### src/rtl/prod_matrix_sched_if.sv
// Job / component / completion signal bundle for prod_matrix_sched.
// slave  : the scheduler itself.
// master : the host side that issues jobs, models the HLS component and
//          accepts completions.
interface prod_matrix_sched_if #(
    parameter int DEPTH = 4,
    parameter int ID_W  = 4,
    parameter int CYC_W = 32
);
    localparam int PEND_W = $clog2(DEPTH) + 1;

    // job descriptor port
    logic              job_valid;
    logic              job_ready;
    logic [63:0]       job_v;
    logic [63:0]       job_r;
    logic [31:0]       job_row;
    logic [31:0]       job_col;
    logic [ID_W-1:0]   job_id;

    // component call/return handshake and arguments
    logic              comp_start;
    logic              comp_busy;
    logic              comp_done;
    logic              comp_stall;
    logic [63:0]       comp_v;
    logic [63:0]       comp_r;
    logic [31:0]       comp_row;
    logic [31:0]       comp_col;

    // completion report
    logic              cpl_valid;
    logic              cpl_ready;
    logic [ID_W-1:0]   cpl_id;
    logic [CYC_W-1:0]  cpl_cycles;

    // status
    logic [PEND_W-1:0] pending;
    logic              idle;
    logic              err_timeout;

    modport slave (
        input  job_valid, job_v, job_r, job_row, job_col, job_id,
        output job_ready,
        output comp_start, comp_stall, comp_v, comp_r, comp_row, comp_col,
        input  comp_busy, comp_done,
        output cpl_valid, cpl_id, cpl_cycles,
        input  cpl_ready,
        output pending, idle, err_timeout
    );

    modport master (
        output job_valid, job_v, job_r, job_row, job_col, job_id,
        input  job_ready,
        input  comp_start, comp_stall, comp_v, comp_r, comp_row, comp_col,
        output comp_busy, comp_done,
        input  cpl_valid, cpl_id, cpl_cycles,
        output cpl_ready,
        input  pending, idle, err_timeout
    );
endinterface

### src/rtl/prod_matrix_sched.sv
// prod_matrix_sched: buffers matrix-product job descriptors in a small FIFO
// and launches the HLS prod_matrix component one job at a time, reporting
// each completion with its id and the call-to-return cycle count.
// Zero-dimension jobs are reported immediately with a cycle count of 0.
// Optional watchdog: define PROD_MATRIX_SCHED_TIMEOUT_EN to enable the sticky
// err_timeout flag; otherwise err_timeout is tied low.
module prod_matrix_sched #(
    parameter int DEPTH   = 4,
    parameter int ID_W    = 4,
    parameter int CYC_W   = 32,
    parameter int TIMEOUT = 1000000
) (
    input  logic                 clock,
    input  logic                 resetn,
    prod_matrix_sched_if.slave   bus
);
    localparam int AW = $clog2(DEPTH);
    localparam int PW = AW + 1;

    if ((DEPTH < 2) || ((DEPTH & (DEPTH - 1)) != 0) || (TIMEOUT < 1)) begin : g_bad_param
        $error("prod_matrix_sched: DEPTH must be a power of 2 >= 2 and TIMEOUT >= 1");
    end

    typedef enum logic [1:0] {IDLE, LAUNCH, RUN, REPORT} state_t;

    // descriptor storage
    logic [63:0]     fifo_v   [DEPTH];
    logic [63:0]     fifo_r   [DEPTH];
    logic [31:0]     fifo_row [DEPTH];
    logic [31:0]     fifo_col [DEPTH];
    logic [ID_W-1:0] fifo_id  [DEPTH];

    logic [AW-1:0]   wr_ptr;
    logic [AW-1:0]   rd_ptr;
    logic [PW-1:0]   count;
    logic            full;
    logic            empty;
    logic            push;
    logic            pop;
    logic            head_zero;

    state_t          state;
    logic [63:0]     arg_v;
    logic [63:0]     arg_r;
    logic [31:0]     arg_row;
    logic [31:0]     arg_col;
    logic [ID_W-1:0] arg_id;
    logic            start_q;
    logic            stall_q;
    logic            cpl_valid_q;
    logic [ID_W-1:0] cpl_id_q;
    logic [CYC_W-1:0] cpl_cycles_q;
    logic [CYC_W-1:0] run_cnt;

    // Cycle counter increment that sticks at all-ones instead of wrapping.
    function automatic logic [CYC_W-1:0] sat_inc(input logic [CYC_W-1:0] x);
        return (&x) ? x : x + CYC_W'(1);
    endfunction

    // job_ready comes from registered occupancy only, so a same-cycle pop
    // never opens a slot for a push.
    assign full      = (count == PW'(DEPTH));
    assign empty     = (count == '0);
    assign push      = bus.job_valid & ~full;
    assign head_zero = (fifo_row[rd_ptr] == '0) || (fifo_col[rd_ptr] == '0);

    // Head is consumed when idle, or when a completion is accepted and more work waits.
    always_comb begin
        pop = 1'b0;
        if (!empty) begin
            if (state == IDLE)
                pop = 1'b1;
            else if ((state == REPORT) && bus.cpl_ready)
                pop = 1'b1;
        end
    end

    // Descriptor payload write; contents are only meaningful below count.
    always_ff @(posedge clock) begin
        if (push) begin
            fifo_v[wr_ptr]   <= bus.job_v;
            fifo_r[wr_ptr]   <= bus.job_r;
            fifo_row[wr_ptr] <= bus.job_row;
            fifo_col[wr_ptr] <= bus.job_col;
            fifo_id[wr_ptr]  <= bus.job_id;
        end
    end

    // FIFO pointers (wrap naturally at DEPTH) and occupancy.
    always_ff @(posedge clock or negedge resetn) begin
        if (!resetn) begin
            wr_ptr <= '0;
            rd_ptr <= '0;
            count  <= '0;
        end else begin
            if (push)
                wr_ptr <= wr_ptr + AW'(1);
            if (pop)
                rd_ptr <= rd_ptr + AW'(1);
            if (push && !pop)
                count <= count + PW'(1);
            else if (!push && pop)
                count <= count - PW'(1);
        end
    end

    // Scheduler FSM; a pop at the end overrides the per-state next state.
    always_ff @(posedge clock or negedge resetn) begin
        if (!resetn) begin
            state        <= IDLE;
            arg_v        <= '0;
            arg_r        <= '0;
            arg_row      <= '0;
            arg_col      <= '0;
            arg_id       <= '0;
            start_q      <= 1'b0;
            stall_q      <= 1'b1;
            cpl_valid_q  <= 1'b0;
            cpl_id_q     <= '0;
            cpl_cycles_q <= '0;
            run_cnt      <= '0;
        end else begin
            case (state)
                IDLE: ;
                LAUNCH: begin
                    if (!bus.comp_busy) begin
                        start_q <= 1'b0;
                        stall_q <= 1'b0;
                        run_cnt <= CYC_W'(1);
                        state   <= RUN;
                    end
                end
                RUN: begin
                    run_cnt <= sat_inc(run_cnt);
                    if (bus.comp_done) begin
                        cpl_valid_q  <= 1'b1;
                        cpl_id_q     <= arg_id;
                        cpl_cycles_q <= run_cnt;
                        stall_q      <= 1'b1;
                        state        <= REPORT;
                    end
                end
                REPORT: begin
                    if (bus.cpl_ready) begin
                        cpl_valid_q <= 1'b0;
                        state       <= IDLE;
                    end
                end
                default: state <= IDLE;
            endcase

            if (pop) begin
                if (head_zero) begin
                    cpl_valid_q  <= 1'b1;
                    cpl_id_q     <= fifo_id[rd_ptr];
                    cpl_cycles_q <= '0;
                    state        <= REPORT;
                end else begin
                    arg_v   <= fifo_v[rd_ptr];
                    arg_r   <= fifo_r[rd_ptr];
                    arg_row <= fifo_row[rd_ptr];
                    arg_col <= fifo_col[rd_ptr];
                    arg_id  <= fifo_id[rd_ptr];
                    start_q <= 1'b1;
                    state   <= LAUNCH;
                end
            end
        end
    end

`ifdef PROD_MATRIX_SCHED_TIMEOUT_EN
    logic err_q;

    // Sticky watchdog: flags a call that has been running TIMEOUT cycles.
    always_ff @(posedge clock or negedge resetn) begin
        if (!resetn)
            err_q <= 1'b0;
        else if ((state == RUN) && (run_cnt == CYC_W'(TIMEOUT)))
            err_q <= 1'b1;
    end

    assign bus.err_timeout = err_q;
`else
    assign bus.err_timeout = 1'b0;
`endif

    assign bus.job_ready  = ~full;
    assign bus.comp_start = start_q;
    assign bus.comp_stall = stall_q;
    assign bus.comp_v     = arg_v;
    assign bus.comp_r     = arg_r;
    assign bus.comp_row   = arg_row;
    assign bus.comp_col   = arg_col;
    assign bus.cpl_valid  = cpl_valid_q;
    assign bus.cpl_id     = cpl_id_q;
    assign bus.cpl_cycles = cpl_cycles_q;
    assign bus.pending    = count;
    assign bus.idle       = (state == IDLE) && empty;

endmodule

### src/flat_wrapper.sv
// flat-port wrapper written by rule: the top's interface ports become plain ports
module prod_matrix_sched_flat 
#(
    parameter int DEPTH   = 4,
    parameter int ID_W    = 4,
    parameter int CYC_W   = 32,
    parameter int TIMEOUT = 1000000
)
  (clock, resetn, bus_job_valid, bus_job_v, bus_job_r, bus_job_row, bus_job_col, bus_job_id, bus_job_ready, bus_comp_start, bus_comp_stall, bus_comp_v, bus_comp_r, bus_comp_row, bus_comp_col, bus_comp_busy, bus_comp_done, bus_cpl_valid, bus_cpl_id, bus_cpl_cycles, bus_cpl_ready, bus_pending, bus_idle, bus_err_timeout);
  prod_matrix_sched_if #(.DEPTH(DEPTH), .ID_W(ID_W), .CYC_W(CYC_W)) bus_i ();
  input  logic clock;
  input  logic resetn;
  input wire logic [$bits(bus_i.job_valid)-1:0] bus_job_valid;
  input wire logic [$bits(bus_i.job_v)-1:0] bus_job_v;
  input wire logic [$bits(bus_i.job_r)-1:0] bus_job_r;
  input wire logic [$bits(bus_i.job_row)-1:0] bus_job_row;
  input wire logic [$bits(bus_i.job_col)-1:0] bus_job_col;
  input wire logic [$bits(bus_i.job_id)-1:0] bus_job_id;
  output wire logic [$bits(bus_i.job_ready)-1:0] bus_job_ready;
  output wire logic [$bits(bus_i.comp_start)-1:0] bus_comp_start;
  output wire logic [$bits(bus_i.comp_stall)-1:0] bus_comp_stall;
  output wire logic [$bits(bus_i.comp_v)-1:0] bus_comp_v;
  output wire logic [$bits(bus_i.comp_r)-1:0] bus_comp_r;
  output wire logic [$bits(bus_i.comp_row)-1:0] bus_comp_row;
  output wire logic [$bits(bus_i.comp_col)-1:0] bus_comp_col;
  input wire logic [$bits(bus_i.comp_busy)-1:0] bus_comp_busy;
  input wire logic [$bits(bus_i.comp_done)-1:0] bus_comp_done;
  output wire logic [$bits(bus_i.cpl_valid)-1:0] bus_cpl_valid;
  output wire logic [$bits(bus_i.cpl_id)-1:0] bus_cpl_id;
  output wire logic [$bits(bus_i.cpl_cycles)-1:0] bus_cpl_cycles;
  input wire logic [$bits(bus_i.cpl_ready)-1:0] bus_cpl_ready;
  output wire logic [$bits(bus_i.pending)-1:0] bus_pending;
  output wire logic [$bits(bus_i.idle)-1:0] bus_idle;
  output wire logic [$bits(bus_i.err_timeout)-1:0] bus_err_timeout;
  assign bus_i.job_valid = bus_job_valid;
  assign bus_i.job_v = bus_job_v;
  assign bus_i.job_r = bus_job_r;
  assign bus_i.job_row = bus_job_row;
  assign bus_i.job_col = bus_job_col;
  assign bus_i.job_id = bus_job_id;
  assign bus_job_ready = bus_i.job_ready;
  assign bus_comp_start = bus_i.comp_start;
  assign bus_comp_stall = bus_i.comp_stall;
  assign bus_comp_v = bus_i.comp_v;
  assign bus_comp_r = bus_i.comp_r;
  assign bus_comp_row = bus_i.comp_row;
  assign bus_comp_col = bus_i.comp_col;
  assign bus_i.comp_busy = bus_comp_busy;
  assign bus_i.comp_done = bus_comp_done;
  assign bus_cpl_valid = bus_i.cpl_valid;
  assign bus_cpl_id = bus_i.cpl_id;
  assign bus_cpl_cycles = bus_i.cpl_cycles;
  assign bus_i.cpl_ready = bus_cpl_ready;
  assign bus_pending = bus_i.pending;
  assign bus_idle = bus_i.idle;
  assign bus_err_timeout = bus_i.err_timeout;
  prod_matrix_sched #(.DEPTH(DEPTH), .ID_W(ID_W), .CYC_W(CYC_W), .TIMEOUT(TIMEOUT)) u_core (.clock(clock), .resetn(resetn), .bus(bus_i));
endmodule
### config.mk
export PLATFORM = sky130hd
export DESIGN_NAME = prod_matrix_sched_flat
export DESIGN_NICKNAME = d
export VERILOG_FILES = /design/src/rtl/prod_matrix_sched_if.sv /design/src/rtl/prod_matrix_sched.sv /design/src/flat_wrapper.sv
export SDC_FILE = /design/constraint.sdc
export NUM_CORES = 1
export LEC_CHECK = 0
export CORE_MARGIN = 2
export CORE_UTILIZATION = 51
export DETAILED_ROUTE_END_ITERATION = 12
export PLACE_DENSITY = 0.72
export RECOVER_POWER = 100
export SLEW_MARGIN = 10
export SYNTH_ARGS = -nofsm -noshare
export SYNTH_HDL_FRONTEND = slang
export SYNTH_SLANG_ARGS = --single-unit
### constraint.sdc
create_clock -name clock -period 6.09 [get_ports clock]
set_input_delay 1.218 -clock clock [delete_from_list [all_inputs] [get_ports clock]]
set_output_delay 1.218 -clock clock [all_outputs]
set_load 0.02 [all_outputs]
==> impl_summary.log, run 1 <==
INFO  metric tightest_slew = 3.54 ns
INFO  metric initial_core_util = roughly 51%
INFO  metric crit_path_max_fanout = 37
INFO  metric worst_ir_drop_vdd = 0.476 mV
INFO  metric fin_worst_hold_slack = about 0.46 ns
INFO  metric cts.clk_slew.worst_paths = 0.06 ns
INFO  metric port-buffer-count = 437
INFO  metric comb_power_share = 32.0%
INFO  metric cts_repair_resize_count = 0
INFO  metric antenna_found_initial = approximately 40
INFO  metric fin_nets = around 2600
INFO  metric timing.slew.headroom = -136%
INFO  metric clock_tree.root_cell = clkbuf_16
INFO  metric startpoint = u_core.rd_ptr[0]
INFO  metric synth_area_per_cell = 21.0 um^2
INFO  metric maximum_number_of_pins_on_one_net_before_global_route_repair = 120
INFO  metric place_hpwl = approximately 51 mm
INFO  metric hold_buffers = 0
INFO  metric vias_per_cell = approximately 5.6
INFO  metric hold_path.startpoint = u_core.bus.comp_stall
INFO  metric worstSetupPathType = reg2reg
INFO  metric gp_congestion = approximately 0.82
INFO  metric via_count = around 20000
INFO  metric required_time_reported_for_the_critical_path_endpoint = around 6.6 ns
INFO  metric postcts_setup_bufs = 0
INFO  metric sequential_cell_area_fraction_in_the_yosys_report = around 77%
INFO  metric h-tree-depth = 3
INFO  metric violations = capacitance limit, slew limit
INFO  metric synth.distinct_cells = 47
INFO  metric result_of_the_run = complete, but fails checks
INFO  metric layout_worst_path_cycle_share = 84.4%
INFO  metric hold_viol_final = 0
INFO  metric worst_min_delay_path_class = reg2reg
INFO  metric count_of_flip_flops_with_a_built_in_enable_after_synthesis = 784
INFO  metric final_common_cell = edfxtp_1
INFO  metric mappedNetlistArea = slightly below 40000 um^2
INFO  metric drc = 0
INFO  metric die_width = 282 um
INFO  metric max_stage_delay = 1.28 ns
INFO  metric grt_first_pass_wirelength = approximately 130 mm
INFO  metric timing_max_transition_violations_final = a little under 500
INFO  metric clock_tree_from_tritoncts = done
INFO  metric static-leakage-power = roughly 17 nW
INFO  metric layout_setup_ws = between 0.9 and 1 ns
INFO  metric p_int = ~17 mW
INFO  metric path_cells = buf_4, mux4_2, nor4_1, nand4_1, o22ai_1, nor2b_2, clkbuf_1, mux2_2
INFO  metric fp-row-count = between 100 and 150
INFO  metric synth.ff_latch_count = about 1100
INFO  metric min_period = slightly above 5 ns
INFO  metric share_clk_of_total_power = around 25%
INFO  metric cpMaxStageDelayCell = clkbuf_1
INFO  metric yosysWarningCount = 0
INFO  metric numCtsBuffers = around 110
INFO  metric worst-path-buf-inv = 2
INFO  metric total_switching_power = about 7.8 mW
INFO  metric worstSetupStartpointType = flop
INFO  metric cellPowerDensity = about 520 nW/um^2
INFO  metric dpl_worst_slack = about 1.5 ns
INFO  metric most_frequent_cells_in_the_layout = 784 x edfxtp_1, 435 x dlygate4sd3_1, 273 x dfrtp_1
INFO  metric routed_wl = ~86 mm
INFO  metric synthArstFlopShare = a little over a quarter
INFO  metric postSynthCellCount = approximately 1900
INFO  metric number_of_global_route_vias_before_repair = 20900
INFO  metric synth_nets = about 2100
INFO  metric ant_nets = 0
INFO  metric maxcap_viol_count = 8
INFO  metric track_usage = a little over a fifth
INFO  metric area_growth = 23.0%
INFO  metric worst_skew_pair.late_latency = around 0.66 ns
INFO  metric floorplan.core_area = 77100 um^2
INFO  metric dieHeight = between 200 and 300 um
INFO  metric maxClockFrequency = 194 MHz
INFO  metric setup_repair_after_global_routing_missed_its_margin = false
INFO  metric clkSinkCount = approximately 1100
INFO  metric synth-main-ff-cell = edfxtp_1
INFO  metric setup_tns = 0 ns
INFO  metric setup_viol = 0
INFO  metric wl_per_cell = ~24 um
INFO  metric r2r_start = u_core.rd_ptr[0]
INFO  metric overflow = 0
INFO  metric seq_power_share = 42.6%
INFO  metric timing.clock.skew = 0.0215 ns
INFO  metric critical-path-top-delay-family = buffers and inverters
INFO  metric reg2reg_setup_slack = 0.95 ns
INFO  metric drt_pre_antenna_iters = 5
INFO  metric die_area = between 70000 and 80000 um^2
INFO  metric cp.arrival = between 5 and 6 ns
INFO  metric critPathCaptureType = flop
INFO  metric post_route_cells_drive_above_1_share = a little under a quarter
INFO  metric maximum_number_of_buffers_from_clock_root_to_sink = 3
INFO  metric floorplan.io_pins = around 440
INFO  metric drt_first_iter_violations = roughly 1300
INFO  metric share_of_total_power_consumed_by_net_switching = between 30% and 40%
[state kept, by name, summed over array words and instances (netlist names), 3 cells and up]
name and flops:
u_core.arg_id 4, u_core.bus.comp_col 32, u_core.bus.comp_r 64, u_core.bus.comp_row 32, u_core.bus.comp_v 64, u_core.bus.cpl_cycles 32
u_core.bus.cpl_id 4, u_core.bus.pending 3, u_core.fifo_col 128, u_core.fifo_id 16, u_core.fifo_r 256, u_core.fifo_row 128
u_core.fifo_v 256, u_core.run_cnt 32
[path summary, 6_finish.rpt]
check	to	cells after the start
setup / recovery	u_core.bus.cpl_id[1]	8
hold / removal	u_core.bus.comp_stall	2
setup reg to reg	u_core.bus.cpl_id[1]	8
hold reg to reg	u_core.bus.comp_stall	2
max in group asynchronous	u_core.rd_ptr[0]	2
min in group asynchronous	u_core.bus.comp_row[30]	1
[cell families (layout without fill, tap and decap cells)]
kind of cell | after synthesis | after routing | share of synthesized area, %
AO/OA/AOI/OAI | 92 | 92 | 1.42
XOR/XNOR | 18 | 18 | 0.399
adder cells (fa/ha/maj) | 7 | 7 | 0.241
buffers and inverters | 98 | 674 | 1.28
flip-flops | 1060 | 1060 | 77.1
multiplexers | 398 | 398 | 16.9
other | 1 | 27 | 0.00950
AND/OR/NAND/NOR | 209 | 209 | 2.58
[worst min-delay path, cell delays in order (launching register included)]
cell     delay (ns)
dfstp_2        0.36
nand2_1        0.05
nand2_1        0.05
[layer usage]
layer,up-vias,global-route usage [%],share of wire (%)
met5,-,0,0.16
met3,158,5.16,6.4
met1,10400,28.4,40
met4,22,8.67,2.8
met2,531,35.7,51
li1,8580,-,-
[through the flow]
step / total power, mW / util (%) / cell area [um^2] / std cells
after global routing: 26.3 / 63.0 / 48500 / 3519
after CTS: 25.7 / 63.0 / 48600 / 3499
after global placement: 19.1 / 58.5 / 45100 / 3296
final: 25.1 / 63.0 / 48600 / 3525
after detailed placement: 19.3 / 58.5 / 45100 / 3296
after floorplan: 15.9 / - / 39500 / 1883
[power groups by stage]
stage | Sequential, mW | Combinational (mW) | Clock [mW]
floorplan | 11.5 | 4.42 | 0
global placement | 10.8 | 8.30 | 0
detailed placement | 10.9 | 8.43 | 0
CTS | 10.7 | 8.47 | 6.52
global route | 10.9 | 8.64 | 6.80
finish | 10.7 | 8.06 | 6.37
[area by class of cell]
type / instances / area, um^2
flip-flops and latches: 1060 / 30500
fillers: 5330 / 28500
multi-input cells: 725 / 8530
repair buffers: 464 / 4710
clock buffers: 149 / 3000
well taps: 1040 / 1300
clock inverters: 54 / 479
diodes: 26 / 65.1
inverters: 7 / 26.3
[synthesized netlist by cell type (all sizes together), types with 14 or more instances]
cell type,count,area (um^2)
a21oi,46,230
buf,37,275
clkbuf,54,203
dfrtp,275,6880
edfxtp,784,23500
mux2,201,2260
mux4,196,4410
nand2,98,368
nand4,14,87.6
nor2,19,73.8
nor4,17,106
o21ai,14,70.1
xnor2,16,140
(Power assumes the default switching activity.)
==> inputs of run 2 (changes only) <==
--- a/config.mk
+++ b/config.mk
@@ -6,9 +6,9 @@
 export NUM_CORES = 1
 export LEC_CHECK = 0
 export CORE_MARGIN = 2
-export CORE_UTILIZATION = 51
+export CORE_UTILIZATION = 55
 export DETAILED_ROUTE_END_ITERATION = 12
-export PLACE_DENSITY = 0.72
+export PLACE_DENSITY = 0.74
 export RECOVER_POWER = 100
 export SLEW_MARGIN = 10
 export SYNTH_ARGS = -nofsm -noshare
==> constraint.sdc (replaced) <==
create_clock -name clock -period 5.1 [get_ports clock]
set_input_delay 1.02 -clock clock [delete_from_list [all_inputs] [get_ports clock]]
set_output_delay 1.02 -clock clock [all_outputs]
set_load 0.02 [all_outputs]
==> run 2 against run 1 <==
  * The flow still finishes with violations (capacitance limit, slew limit)
  * Largest cell class unchanged
  * Flip-flop and latch count did not move
  * Die area fell by 7.2%
  * Clock-buffer cell count shrank 2
  * Core utilization increased by 5.3 points
  * Register-to-register slack got worse by 0.07 ns
  * Critical path type is now in2reg
  * Via count grew 1.2%
  * Sequential power up 19%
  * Cell count fell by 2.8%
==> impl_summary.log, run 2 (synthesized netlist as in run 1, its figures left out) <==
INFO  metric critPathCaptureType = flop
INFO  metric timing_max_transition_violations_final = 639 (+30%)
INFO  metric violations = capacitance limit, slew limit
INFO  metric fin_nets = 2580 (+0.23%)
INFO  metric port-buffer-count = 437 (unchanged)
INFO  metric hold_viol_final = 0 (unchanged)
INFO  metric grt_first_pass_wirelength = 129 mm (+0.34%)
INFO  metric final_common_cell = edfxtp_1
INFO  metric track_usage = 23.3% (+1.5 points)
INFO  metric floorplan.io_pins = 439 (unchanged)
INFO  metric worst_ir_drop_vdd = 0.468 mV (-1.6%)
INFO  metric top_layer_used = met5
INFO  metric via_count = 19900 (+1.2%)
INFO  metric setup_viol = 0 (unchanged)
INFO  metric h-tree-depth = 3 (unchanged)
INFO  metric clock_tree_from_tritoncts = done
INFO  metric cellPowerDensity = 628 nW/um^2 (+21%)
INFO  metric min_period = 4.42 ns
INFO  metric most_frequent_cells_in_the_layout = 784 x edfxtp_1, 434 x dlygate4sd3_1, 273 x dfrtp_1
INFO  metric fp-row-count = 98 (-3.9%)
INFO  metric numCtsBuffers = 104 (-2.8%)
INFO  metric area_growth = 23.3%
INFO  metric postcts_setup_bufs = 0 (unchanged)
INFO  metric result_of_the_run = complete, but fails checks
INFO  metric placed_cells_incl_taps = 3215 (-2.5%)
INFO  metric cts_repair_resize_count = 0 (unchanged)
INFO  metric dieHeight = 272 um (-3.7%)
INFO  metric routed-wl-met3 = 6.39 mm (+17%)
INFO  metric post_route_cells_drive_above_1_share = 23.9% (+0.35 points)
INFO  metric wire_length_on_met1 = 33.5 mm (-2.2%)
INFO  metric hold_path.startpoint = u_core.bus.comp_stall
INFO  metric antenna_found_initial = 41 (unchanged)
INFO  metric setup_repair_after_global_routing_missed_its_margin = false
INFO  metric final.fill_count = 4424 (-17%)
INFO  metric cp.arrival = 4.61 ns (-1.06 ns)
INFO  metric setup_tns = 0 ns (unchanged)
INFO  metric ant_nets = 0 (unchanged)
INFO  metric biggestRegsByFlops = u_core.fifo_r x256, u_core.fifo_v x256
INFO  metric vias_per_cell = 5.80 (+4.1%)
INFO  metric clock_tree.root_cell = clkbuf_16
INFO  metric drt_pre_antenna_iters = 7 (+2)
INFO  metric fin_worst_hold_slack = 0.477 ns (+0.0187 ns)
INFO  metric static-leakage-power = 17.0 nW (+0.78%)
INFO  metric timing.slew.headroom = -94.7% (+41 points)
INFO  metric gp_congestion = 0.804 (-1.6%)
INFO  metric worstSetupStartpointType = input port
INFO  metric layout_worst_path_cycle_share = a little under 90%
INFO  metric drc = 0 (unchanged)
INFO  metric required_time_reported_for_the_critical_path_endpoint = 5.29 ns (-1.33 ns)
INFO  metric final_util = 68.3% (+5.3 points)
INFO  metric die_width = 272 um (-3.7%)
INFO  metric initial_core_util = 55.4% (+4.2 points)
INFO  metric finish.cell_count_without_fillers = 3428 (-2.8%)
INFO  metric r2r_start = u_core.bus.pending[0]
INFO  metric maxClockFrequency = 226 MHz
INFO  metric routed_wl = 85.6 mm (-0.62%)
INFO  metric tightest_slew = 2.92 ns (-0.616 ns)
INFO  metric floorplan.core_area = 71200 um^2 (-7.6%)
INFO  metric maximum_number_of_buffers_from_clock_root_to_sink = 3 (unchanged)
INFO  metric hold_buffers = 0 (unchanged)
INFO  metric maximum_number_of_pins_on_one_net_before_global_route_repair = 122 (+1.7%)
INFO  metric wl_per_cell = 25.0 um (+2.2%)
INFO  metric startpoint = bus_job_valid
INFO  metric timing.clock.skew = 0.0203 ns (-0.00114 ns)
INFO  metric maxcap_viol_count = 9 (+1)
INFO  metric worstSetupPathType = in2reg
INFO  metric drt_first_iter_violations = 1706 (+32%)
INFO  metric clkSinkCount = 1060 (unchanged)
INFO  metric overflow = 0 (unchanged)
INFO  metric cts.clk_slew.worst_paths = 0.06 ns (about the same)
INFO  metric die_area = 73900 um^2 (-7.2%)
INFO  metric number_of_global_route_vias_before_repair = 20800 (-0.37%)
INFO  metric place_hpwl = 51.3 mm (+0.65%)
INFO  metric route.met2.wl = 43.7 mm (-0.40%)
INFO  metric crit_path_max_fanout = 51 (+38%)
INFO  metric worst_min_delay_path_class = reg2reg
INFO  metric worst_skew_pair.late_latency = 0.65 ns (about the same)
-- run 2: final cells by class --
type                       instances  area, um^2  area share (%)
sequential                      1060       30500            62.6
multi-input combinational        725        8530            17.5
timing repair buffer             473        4700            9.65
clock buffer                     147        3010            6.18
tap                              950        1190            2.44
clock inverter                    49         726            1.49
antenna                           17        42.5          0.0874
inverter                           7        26.3          0.0540
-- run 2: critical path: stages --
cell	delay [ns]
dlygate4sd3_1	0.61
and3_4	0.82
clkbuf_1	2.04
-- run 2: through the flow --
stage          cell area [um^2]  setup slack, ns  power, mW
2_1_floorplan             39500             1.24       19.0
3_3_place_gp              45100             1.05       22.8
3_5_place_dp              45100             1.12       23.1
4_1_cts                   48800             1.08       31.3
5_1_grt                   48700            0.470       31.9
6_report                  48700            0.681       30.6
-- run 2: final timing paths --
path,end,slack (ns),depth (start not counted)
worst min register to register,u_core.bus.comp_stall,0.48,2
worst min-delay path,u_core.bus.comp_stall,0.48,2
max in group asynchronous,u_core.bus.comp_row[13],1.24,2
worst max-delay path,u_core.fifo_row[2][14],0.68,3
worst max register to register,u_core.fifo_row[2][14],0.88,4
min in group asynchronous,u_core.bus.comp_row[17],1.15,1
-- run 2: per-layer routing --
layer	up-vias	GRT usage, %
met3	144	6.40
met4	26	7.24
li1	8588	-
met1	10500	30.8
met5	-	0
met2	612	38.3
-- run 2: power breakdown --
| part | leakage (nW) | switching (mW) | total (mW) | internal (mW) |
|---|---|---|---|---|
| combinational | 4.67 | 5.17 | 9.67 | 4.50 |
| clock | 1.82 | 3.15 | 8.18 | 5.03 |
| sequential | 10.5 | 0.937 | 12.7 | 11.8 |
| total | 17.0 | 9.26 | 30.6 | 21.3 |
==> inputs of run 3 (changes only) <==
--- a/config.mk
+++ b/config.mk
@@ -7,7 +7,9 @@
 export LEC_CHECK = 0
 export CORE_MARGIN = 2
 export CORE_UTILIZATION = 55
+export CTS_CLUSTER_SIZE = 10
 export DETAILED_ROUTE_END_ITERATION = 12
+export MAX_ROUTING_LAYER = met4
 export PLACE_DENSITY = 0.74
 export RECOVER_POWER = 100
 export SLEW_MARGIN = 10
==> run 3 against run 2 <==
  * The flow still finishes with violations (capacitance limit, slew limit)
  * Largest power group unchanged
  * First-iteration DRC count down 9.1%
  * Combinational power about the same
  * Worst hold slack worse by 0.016 ns
  * Critical endpoint is now u_core.fifo_row[2][27]
  * Highest routed layer is now met4
  * Setup slack better by 0.024 ns
  * Sequential share of layout area up 0.41 points
  * Sequential power about the same
==> impl_summary.log, run 3 (synthesized netlist as in run 1, its figures left out) <==
INFO  metric cp.arrival = 4.61 ns (about the same)
INFO  metric clkSinkCount = 1060 (unchanged)
INFO  metric wl_per_cell = 24.8 um (-0.56%)
INFO  metric wire_length_on_met1 = 33.9 mm (+1.3%)
INFO  metric multi_input_comb_area = 8530 um^2 (unchanged)
INFO  metric result_of_the_run = complete, but fails checks
INFO  metric floorplan.io_pins = 439 (unchanged)
INFO  metric layout_worst_path_cycle_share = 86.2% (-0.48 points)
INFO  metric drt_first_iter_violations = 1551 (-9.1%)
INFO  metric setup_tns = 0 ns (unchanged)
INFO  metric fp-row-count = 98 (unchanged)
INFO  metric grt_first_pass_wirelength = 130 mm (+0.37%)
INFO  metric final.fill_count = 4464 (+0.90%)
INFO  metric numCtsBuffers = 116 (+12%)
INFO  metric seq_power_share = 42.7% (+1.1 points)
INFO  metric route.met2.wl = 43.5 mm (-0.46%)
INFO  metric die_width = 272 um (unchanged)
INFO  metric ff_latch_area = 30500 um^2 (unchanged)
INFO  metric worstSetupStartpointType = input port
INFO  metric clock_tree_from_tritoncts = done
INFO  metric crit_path_max_fanout = 51 (unchanged)
INFO  metric setup_repair_after_global_routing_missed_its_margin = false
INFO  metric maxClockFrequency = 228 MHz (+0.55%)
INFO  metric setup_viol = 0 (unchanged)
INFO  metric place_hpwl = 51.3 mm (unchanged)
INFO  metric worst_min_delay_path_class = reg2reg
INFO  metric initial_core_util = 55.4% (unchanged)
INFO  metric p_int = 20.6 mW (-3.4%)
INFO  metric drc = 0 (unchanged)
INFO  metric maximum_number_of_buffers_from_clock_root_to_sink = 3 (unchanged)
INFO  metric clock_tree.root_cell = clkbuf_16
INFO  metric worstSetupPathType = in2reg
INFO  metric cpMaxStageDelayCell = clkbuf_1
INFO  metric worst_skew_pair.late_latency = 0.67 ns (+0.02 ns)
INFO  metric timing_max_transition_violations_final = 639 (unchanged)
INFO  metric area_growth = 22.5%
INFO  metric hold_viol_final = 0 (unchanged)
INFO  metric required_time_reported_for_the_critical_path_endpoint = 5.31 ns (+0.02 ns)
INFO  metric min_period = 4.39 ns (-0.0244 ns)
INFO  metric postcts_setup_bufs = 0 (unchanged)
INFO  metric violations = capacitance limit, slew limit
INFO  metric drt_pre_antenna_iters = 7 (unchanged)
INFO  metric comb_power_share = 32.4% (+0.8 points)
INFO  metric vias_per_cell = 5.76 (-0.73%)
INFO  metric path_cells = dlygate4sd3_1, and3_4, clkbuf_1
INFO  metric top_layer_used = met4
INFO  metric cts_repair_resize_count = 0 (unchanged)
INFO  metric overflow = 0 (unchanged)
INFO  metric tightest_slew = 3.78 ns (+0.857 ns)
INFO  metric post_route_cells_drive_above_1_share = 22.1% (-1.8 points)
INFO  metric share_of_total_power_consumed_by_net_switching = 31.0% (+0.73 points)
INFO  metric static-leakage-power = 16.8 nW (-1.3%)
INFO  metric share_clk_of_total_power = 25.0% (-1.8 points)
INFO  metric total_switching_power = 9.26 mW (about the same)
INFO  metric maximum_number_of_pins_on_one_net_before_global_route_repair = 122 (unchanged)
INFO  metric h-tree-depth = 3 (unchanged)
INFO  metric die_area = 73900 um^2 (unchanged)
INFO  metric gp_congestion = 0.815 (+1.4%)
INFO  metric dieHeight = 272 um (unchanged)
INFO  metric port-buffer-count = 437 (unchanged)
INFO  metric most_frequent_cells_in_the_layout = 784 x edfxtp_1, 434 x dlygate4sd3_1, 273 x dfrtp_1
INFO  metric total_power = 29.9 mW (-2.3%)
INFO  metric number_of_global_route_vias_before_repair = 21000 (+0.88%)
INFO  metric max_stage_delay = 2.03 ns (about the same)
INFO  metric maxcap_viol_count = 9 (unchanged)
INFO  metric track_usage = 24.2% (+0.86 points)
INFO  metric cellPowerDensity = 617 nW/um^2 (-1.7%)
INFO  metric timing.clock.skew = 0.0287 ns (+0.00836 ns)
INFO  metric routed_wl = 86.0 mm (+0.49%)
INFO  metric hold_buffers = 0 (unchanged)
INFO  metric critPathCaptureType = flop
INFO  metric via_count = 20000 (+0.32%)
INFO  metric final_common_cell = edfxtp_1
INFO  metric fin_nets = 2592 (+0.47%)
INFO  metric worst_ir_drop_vdd = 0.482 mV (+2.9%)
INFO  metric antenna_found_initial = 48 (+17%)
INFO  metric ant_nets = 0 (unchanged)
INFO  metric timing.slew.headroom = -152% (-57 points)
INFO  metric biggestRegsByFlops = u_core.fifo_r x256, u_core.fifo_v x256
INFO  metric floorplan.core_area = 71200 um^2 (unchanged)
INFO  metric cts.clk_slew.worst_paths = 0.05 ns (about the same)
INFO  metric routed-wl-met3 = 6.52 mm (+2.0%)
[run 3: stage by stage]
step / hold slack, ns / setup WS, ns / area (um^2) / util (%) / cells
global route: 0.482 / 0.481 / 48400 / 67.9 / 3461
finish: 0.461 / 0.706 / 48400 / 67.9 / 3464
floorplan: 0.480 / 1.24 / 39500 / - / 1883
CTS: 0.417 / 1.09 / 48400 / 68.0 / 3427
global placement: 0.451 / 1.05 / 45100 / 63.3 / 3215
detailed placement: 0.452 / 1.12 / 45100 / 63.3 / 3215
[run 3: power by group through the flow]
stage,sequential [mW],clock [mW],combinational (mW)
global placement,12.7,0,10.1
global route,13.0,7.94,10.3
finish,12.7,7.46,9.67
detailed placement,12.8,0,10.3
floorplan,13.7,0,5.28
CTS,12.7,7.59,10.3
[run 3: layout make-up]
cell class / count / area share [%]
clock inverter: 6 / 0.222
multi-input combinational: 725 / 17.6
antenna: 37 / 0.191
timing repair buffer: 473 / 9.71
inverter: 7 / 0.0543
clock buffer: 206 / 6.74
tap: 950 / 2.46
sequential: 1060 / 63.0
[run 3: final timing paths]
kind,from,endpoint,slack [ns],cells past startpoint
worst max-delay path,bus_job_valid,u_core.fifo_row[2][27],0.71,3
worst min-delay path,u_core.bus.comp_stall,u_core.bus.comp_stall,0.46,2
worst max register to register,u_core.bus.pending[0],u_core.fifo_row[2][27],0.92,4
worst min register to register,u_core.bus.comp_stall,u_core.bus.comp_stall,0.46,2
max in group asynchronous,resetn,u_core.bus.comp_row[3],1.18,2
min in group asynchronous,resetn,u_core.bus.comp_row[17],1.14,1
[run 3: worst max-delay path: cells and delay by family]
kind / cells / cell delay (ns)
buffers and inverters: 2 / 2.64
and+or+nand+nor: 1 / 0.77
[run 3: per-layer routing]
| layer | vias to the layer above | GRT usage (%) |
|---|---|---|
| met3 | 137 | 6.22 |
| li1 | 8640 | - |
| met5 | - | - |
| met2 | 673 | 38.3 |
| met1 | 10500 | 30.8 |
| met4 | 0 | 8.20 |
